**config.mk**
```make
export PLATFORM = sky130hd
export DESIGN_NAME = locked_reg_bank
export DESIGN_NICKNAME = d
export VERILOG_FILES = /design/src/rtl/locked_reg_pkg.sv /design/src/rtl/unlock_fsm.sv /design/src/rtl/locked_reg_bank.sv
export SDC_FILE = /design/constraint.sdc
export NUM_CORES = 1
export LEC_CHECK = 0
export ABC_AREA = 1
export CELL_PAD_IN_SITES_DETAIL_PLACEMENT = 0
export CELL_PAD_IN_SITES_GLOBAL_PLACEMENT = 1
export CORE_ASPECT_RATIO = 1.75
export CORE_MARGIN = 2
export CORE_UTILIZATION = 30
export DETAILED_ROUTE_END_ITERATION = 7
export PLACE_DENSITY_LB_ADDON = 0.1
export RECOVER_POWER = 50
export SETUP_SLACK_MARGIN = 0.4
export SYNTH_ARGS = -nofsm -noshare
export SYNTH_HDL_FRONTEND = slang
export SYNTH_HIERARCHICAL = 1
export SYNTH_SLANG_ARGS = --single-unit
```
**constraint.sdc**
```tcl
create_clock -name clk -period 1.7 [get_ports clk]
set_input_delay 0.17 -clock clk [delete_from_list [all_inputs] [get_ports clk]]
set_output_delay 0.17 -clock clk [all_outputs]
set_load 0.01 [all_outputs]
```
**src/rtl/locked_reg_pkg.sv**
```systemverilog
// rtl/locked_reg_pkg.sv - shared unlock FSM state encoding for the locked register bank
package locked_reg_pkg;

    typedef enum logic [1:0] {
        S_IDLE     = 2'd0,
        S_KEY0_OK  = 2'd1,
        S_LOCKOUT  = 2'd2,
        S_UNLOCKED = 2'd3
    } unlock_state_e;

endpackage

```
**src/rtl/unlock_fsm.sv**
```systemverilog
// rtl/unlock_fsm.sv - two-word key sequencer with wrong-key lockout penalty
// Ports:
//   clk, reset            : clock, synchronous active-high reset
//   key_valid, key_data   : key word strobe and value
//   state                 : current FSM state
//   unlock_pulse          : high in the cycle whose edge enters S_UNLOCKED
module unlock_fsm
    import locked_reg_pkg::*;
#(
    parameter int               WIDTH          = 8,
    parameter logic [WIDTH-1:0] KEY0           = 8'hA5,
    parameter logic [WIDTH-1:0] KEY1           = 8'h3C,
    parameter int               LOCKOUT_CYCLES = 16
) (
    input  logic             clk,
    input  logic             reset,
    input  logic             key_valid,
    input  logic [WIDTH-1:0] key_data,
    output unlock_state_e    state,
    output logic             unlock_pulse
);

    localparam int CW = $clog2(LOCKOUT_CYCLES + 1);
    localparam logic [CW-1:0] CNT_LOAD = CW'(LOCKOUT_CYCLES - 1);

    unlock_state_e   state_q, state_d;
    logic [CW-1:0]   cnt_q, cnt_d;

    // The pulse is combinational so the bank clears its locks on the very
    // edge that moves the FSM into S_UNLOCKED.
    always_comb begin
        state_d      = state_q;
        cnt_d        = cnt_q;
        unlock_pulse = 1'b0;
        case (state_q)
            S_IDLE: begin
                if (key_valid) begin
                    if (key_data == KEY0) begin
                        state_d = S_KEY0_OK;
                    end else begin
                        state_d = S_LOCKOUT;
                        cnt_d   = CNT_LOAD;
                    end
                end
            end
            S_KEY0_OK: begin
                if (key_valid) begin
                    if (key_data == KEY1) begin
                        state_d      = S_UNLOCKED;
                        unlock_pulse = 1'b1;
                    end else begin
                        state_d = S_LOCKOUT;
                        cnt_d   = CNT_LOAD;
                    end
                end
            end
            S_LOCKOUT: begin
                // Keys are ignored here; the counter saturates at zero.
                if (cnt_q == '0) begin
                    state_d = S_IDLE;
                end else begin
                    cnt_d = cnt_q - 1'b1;
                end
            end
            S_UNLOCKED: begin
                state_d = S_IDLE;
            end
            default: begin
                state_d = S_IDLE;
            end
        endcase
    end

    always_ff @(posedge clk) begin
        if (reset) begin
            state_q <= S_IDLE;
            cnt_q   <= '0;
        end else begin
            state_q <= state_d;
            cnt_q   <= cnt_d;
        end
    end

    assign state = state_q;

endmodule

```
**src/rtl/locked_reg_bank.sv**
```systemverilog
// rtl/locked_reg_bank.sv - register bank with sticky per-register locks and key unlock
// Ports:
//   clk, reset                : clock, synchronous active-high reset
//   wr_en, wr_addr, wr_data   : register write request
//   lock_set                  : per-register sticky lock request
//   key_valid, key_data       : unlock key word strobe and value
//   regs_q                    : flattened register contents, reg i at [i*WIDTH +: WIDTH]
//   lock_q                    : lock bit per register (1 = locked)
//   wr_err                    : one-cycle pulse after a write to a locked register
//   unlock_state              : unlock FSM state encoding
module locked_reg_bank
    import locked_reg_pkg::*;
#(
    parameter int               WIDTH          = 8,
    parameter int               NUM_REGS       = 4,
    parameter logic [WIDTH-1:0] KEY0           = 8'hA5,
    parameter logic [WIDTH-1:0] KEY1           = 8'h3C,
    parameter int               LOCKOUT_CYCLES = 16,
    localparam int              AW             = $clog2(NUM_REGS)
) (
    input  logic                      clk,
    input  logic                      reset,
    input  logic                      wr_en,
    input  logic [AW-1:0]             wr_addr,
    input  logic [WIDTH-1:0]          wr_data,
    input  logic [NUM_REGS-1:0]       lock_set,
    input  logic                      key_valid,
    input  logic [WIDTH-1:0]          key_data,
    output logic [NUM_REGS*WIDTH-1:0] regs_q,
    output logic [NUM_REGS-1:0]       lock_q,
    output logic                      wr_err,
    output logic [1:0]                unlock_state
);

    logic [NUM_REGS*WIDTH-1:0] regs_d;
    logic [NUM_REGS-1:0]       lock_d;
    logic                      wr_err_d;
    logic                      unlock_pulse;
    unlock_state_e             fsm_state;

    unlock_fsm #(
        .WIDTH          (WIDTH),
        .KEY0           (KEY0),
        .KEY1           (KEY1),
        .LOCKOUT_CYCLES (LOCKOUT_CYCLES)
    ) u_unlock_fsm (
        .clk          (clk),
        .reset        (reset),
        .key_valid    (key_valid),
        .key_data     (key_data),
        .state        (fsm_state),
        .unlock_pulse (unlock_pulse)
    );

    always_comb begin
        regs_d   = regs_q;
        wr_err_d = 1'b0;
        // lock_set wins over the unlock clear on the same bit.
        lock_d   = lock_set | (lock_q & {NUM_REGS{~unlock_pulse}});
        // Write permission uses the lock bit as it stands this cycle, so a
        // same-cycle lock_set does not block the write that accompanies it.
        if (wr_en) begin
            if (lock_q[wr_addr]) begin
                wr_err_d = 1'b1;
            end else begin
                regs_d[wr_addr*WIDTH +: WIDTH] = wr_data;
            end
        end
    end

    always_ff @(posedge clk) begin
        if (reset) begin
            regs_q <= '0;
            lock_q <= '1;
            wr_err <= 1'b0;
        end else begin
            regs_q <= regs_d;
            lock_q <= lock_d;
            wr_err <= wr_err_d;
        end
    end

    assign unlock_state = fsm_state;

endmodule

```
==> results.cfg <==
[clocking]
cts_max_path_buffers = 2
cts_made_buffers = 5
clock-sinks = 44
clock_latency_ns = 0.29
root_buffer = clkbuf_16
clk_pin_slew_ns = 0.06
cts_tree = built
htree_num_levels = 2

[sta]
worstMarginPinSlew_ns = 0.412
finalCriticalPeriod_ns = 1.30
finalHoldViolations = 0
slew_headroom_pct = 72.5
fmax_ghz = 0.772
setup_violations = 0
grt_setup_unrepaired = yes
post-route-period-util_pct = 76.2
setup_ws_ns = 0.404
hold_ws_ns = 0.446
report.final.slew_viol_count = 0
skew_ns = 0.00466

[synthesis]
seq_area_frac_synth_pct = 34.7
synthTopCellsByArea = dfxtp_1 (35%), nand2_1 (18%), inv_1 (13%), nor2_1 (9.8%), nand4_1 (6.2%)
synth_nets = 443
synth_cell_type_count = 28
synth_seq_cells = 44
syn_inst = 411
yosysTopAreaCell = dfxtp_1
ys_warn_count = 6
syn_area_sq_um = 2540
synth.top_cell.area_share_pct = 34.7
synth.avg_cell_area_sq_um = 6.17

[detailed_routing]
via_per_inst = 4.38
wl_per_cell_microns = 11.8
drc_errors = 0
postRouteAntennaNets = 0
wl_microns = 7010
num_vias = 2595
drt_first_iter_violations = 88
first_pass_iters = 4

[final_layout]
drive_above_1_share_pct = 16.4
mostFrequentLayoutCells = nand2_1 (121), inv_1 (85), nor2_1 (58)
post-route-cell-area_sq_um = 3700
final_common_cell = nand2_1
nets = 532
area_growth_pct = 45.9
antennaDiodeCount = 0
stdcell_count = 592

[die]
die_area_sq_um = 9230
io_pins = 65
num_rows = 44
initial_utilization_pct = 30.7
coreArea_sq_um = 8260
die_x_microns = 73.5
die_h_microns = 126

[place]
gp_routability_congestion = 0.808
placedCellCount = 576
dpl_cell_area_sq_um = 3400
dp_hpwl_microns = 5370
port-buffer-count = 64
pre_cts_ws_ns = -0.148

[outcome]
status = completed

[global_routing]
gr-total-overflow = 0
grt_pass1_wl_microns = 11700
track_usage_pct = 16.1
grt_pass1_vias = 2514
grt_max_degree = 28
antenna_found_initial = 0

[critical_path]
required_ns = 1.88
path_class = reg2reg
crit_path_max_fanout = 6
end_kind = register
start_kind = register
arrival_ns = 1.48

[power_and_ir_drop]
power.density_nw_per_um2 = 726
peakVddDrop_mv = 0.333
p_leak_uw = 0.00193
p_total_uw = 2680

[job]
maxCapViolCount = 0

[min_path]
hp-class = in2reg
power by group:
part | switching, uW | total [uW] | internal [uW]
sequential | 22.6 | 1090 | 1070
clock | 397 | 1010 | 617
combinational | 321 | 576 | 255
flip-flops by register name (all words and copies together) (netlist names):
name and cells:
wr_err 1, regs_q 32, u_unlock_fsm/cnt_q 5, u_unlock_fsm/state 2, lock_q 4
synth_stat cells (all sizes together):
cell type	number
xor2	1
clkbuf	3
ha	6
a21oi	4
nand4	25
o21ai	2
inv	93
nand3	13
nor3	2
buf	11
nor4	1
nor2	76
a31oi	1
dfxtp	44
nand2	127
and3	1
a21boi	1
final cells by class:
cell class,instances,area (sq um)
timing repair buffer,95,861
clock buffer,7,153
multi-input combinational,261,1340
fill,936,4560
inverter,93,349
sequential,44,882
tap,92,115
through the flow:
stage | setup TNS, ns | util, %
4_1_cts | 0 | 43.5
2_1_floorplan | 0 | -
3_3_place_gp | -1.82 | 41.2
6_report | 0 | 44.8
3_5_place_dp | -2.04 | 41.2
5_1_grt | 0 | 44.8
critical path: stages, from the launching register on:
cell and delay [ns]:
dfxtp_1 0.33, inv_1 0.15, nand2_2 0.09, nor2_4 0.11, nand3_1 0.17, nand3_4 0.17, nand2_1 0.06, nand2_1 0.07
nor2_2 0.04
path summary, 6_finish.rpt:
path | endpoint | slack [ns] | start | cells past startpoint
max | u_unlock_fsm/cnt_q[3]$_SDFFE_PP0P_ | 0.40 | u_unlock_fsm/state[1]$_SDFFE_PP0P_ | 8
min | lock_q[1]$_SDFF_PP1_ | 0.45 | lock_set[1] | 3
max reg2reg | u_unlock_fsm/cnt_q[3]$_SDFFE_PP0P_ | 0.40 | u_unlock_fsm/state[1]$_SDFFE_PP0P_ | 8
min reg2reg | lock_q[3]$_SDFF_PP1_ | 0.49 | lock_q[3]$_SDFF_PP1_ | 2
cells by family (layout without fill, tap and decap cells):
kind of cell / count (synthesis) / count (layout) / share of synthesized area (%)
fa+ha+maj: 6 / 6 / 2.96
flops: 44 / 44 / 34.7
buf+inv: 107 / 195 / 16.7
simple gates: 245 / 246 / 43.5
xor+xnor: 1 / 1 / 0.345
compound gates: 8 / 8 / 1.73
metal layers:
metal  GRT usage [%]  vias up  part of all wire [%]
met4            6.63        0                   2.5
li1                -     1393                     -
met5               0        -                     0
met2            28.8       54                    54
met3            2.80       10                   3.5
met1            18.2     1138                    40
timing repair:
item                                    4_1_cts  5_1_grt
pin swaps                                     4        5
buffers inserted                              4        4
gates cloned                                  0        1
resized for setup                            57       21
hold buffers                                  0        0
endpoints found under the setup margin       72       35
No activity file was read; power rests on OpenSTA's default activity.
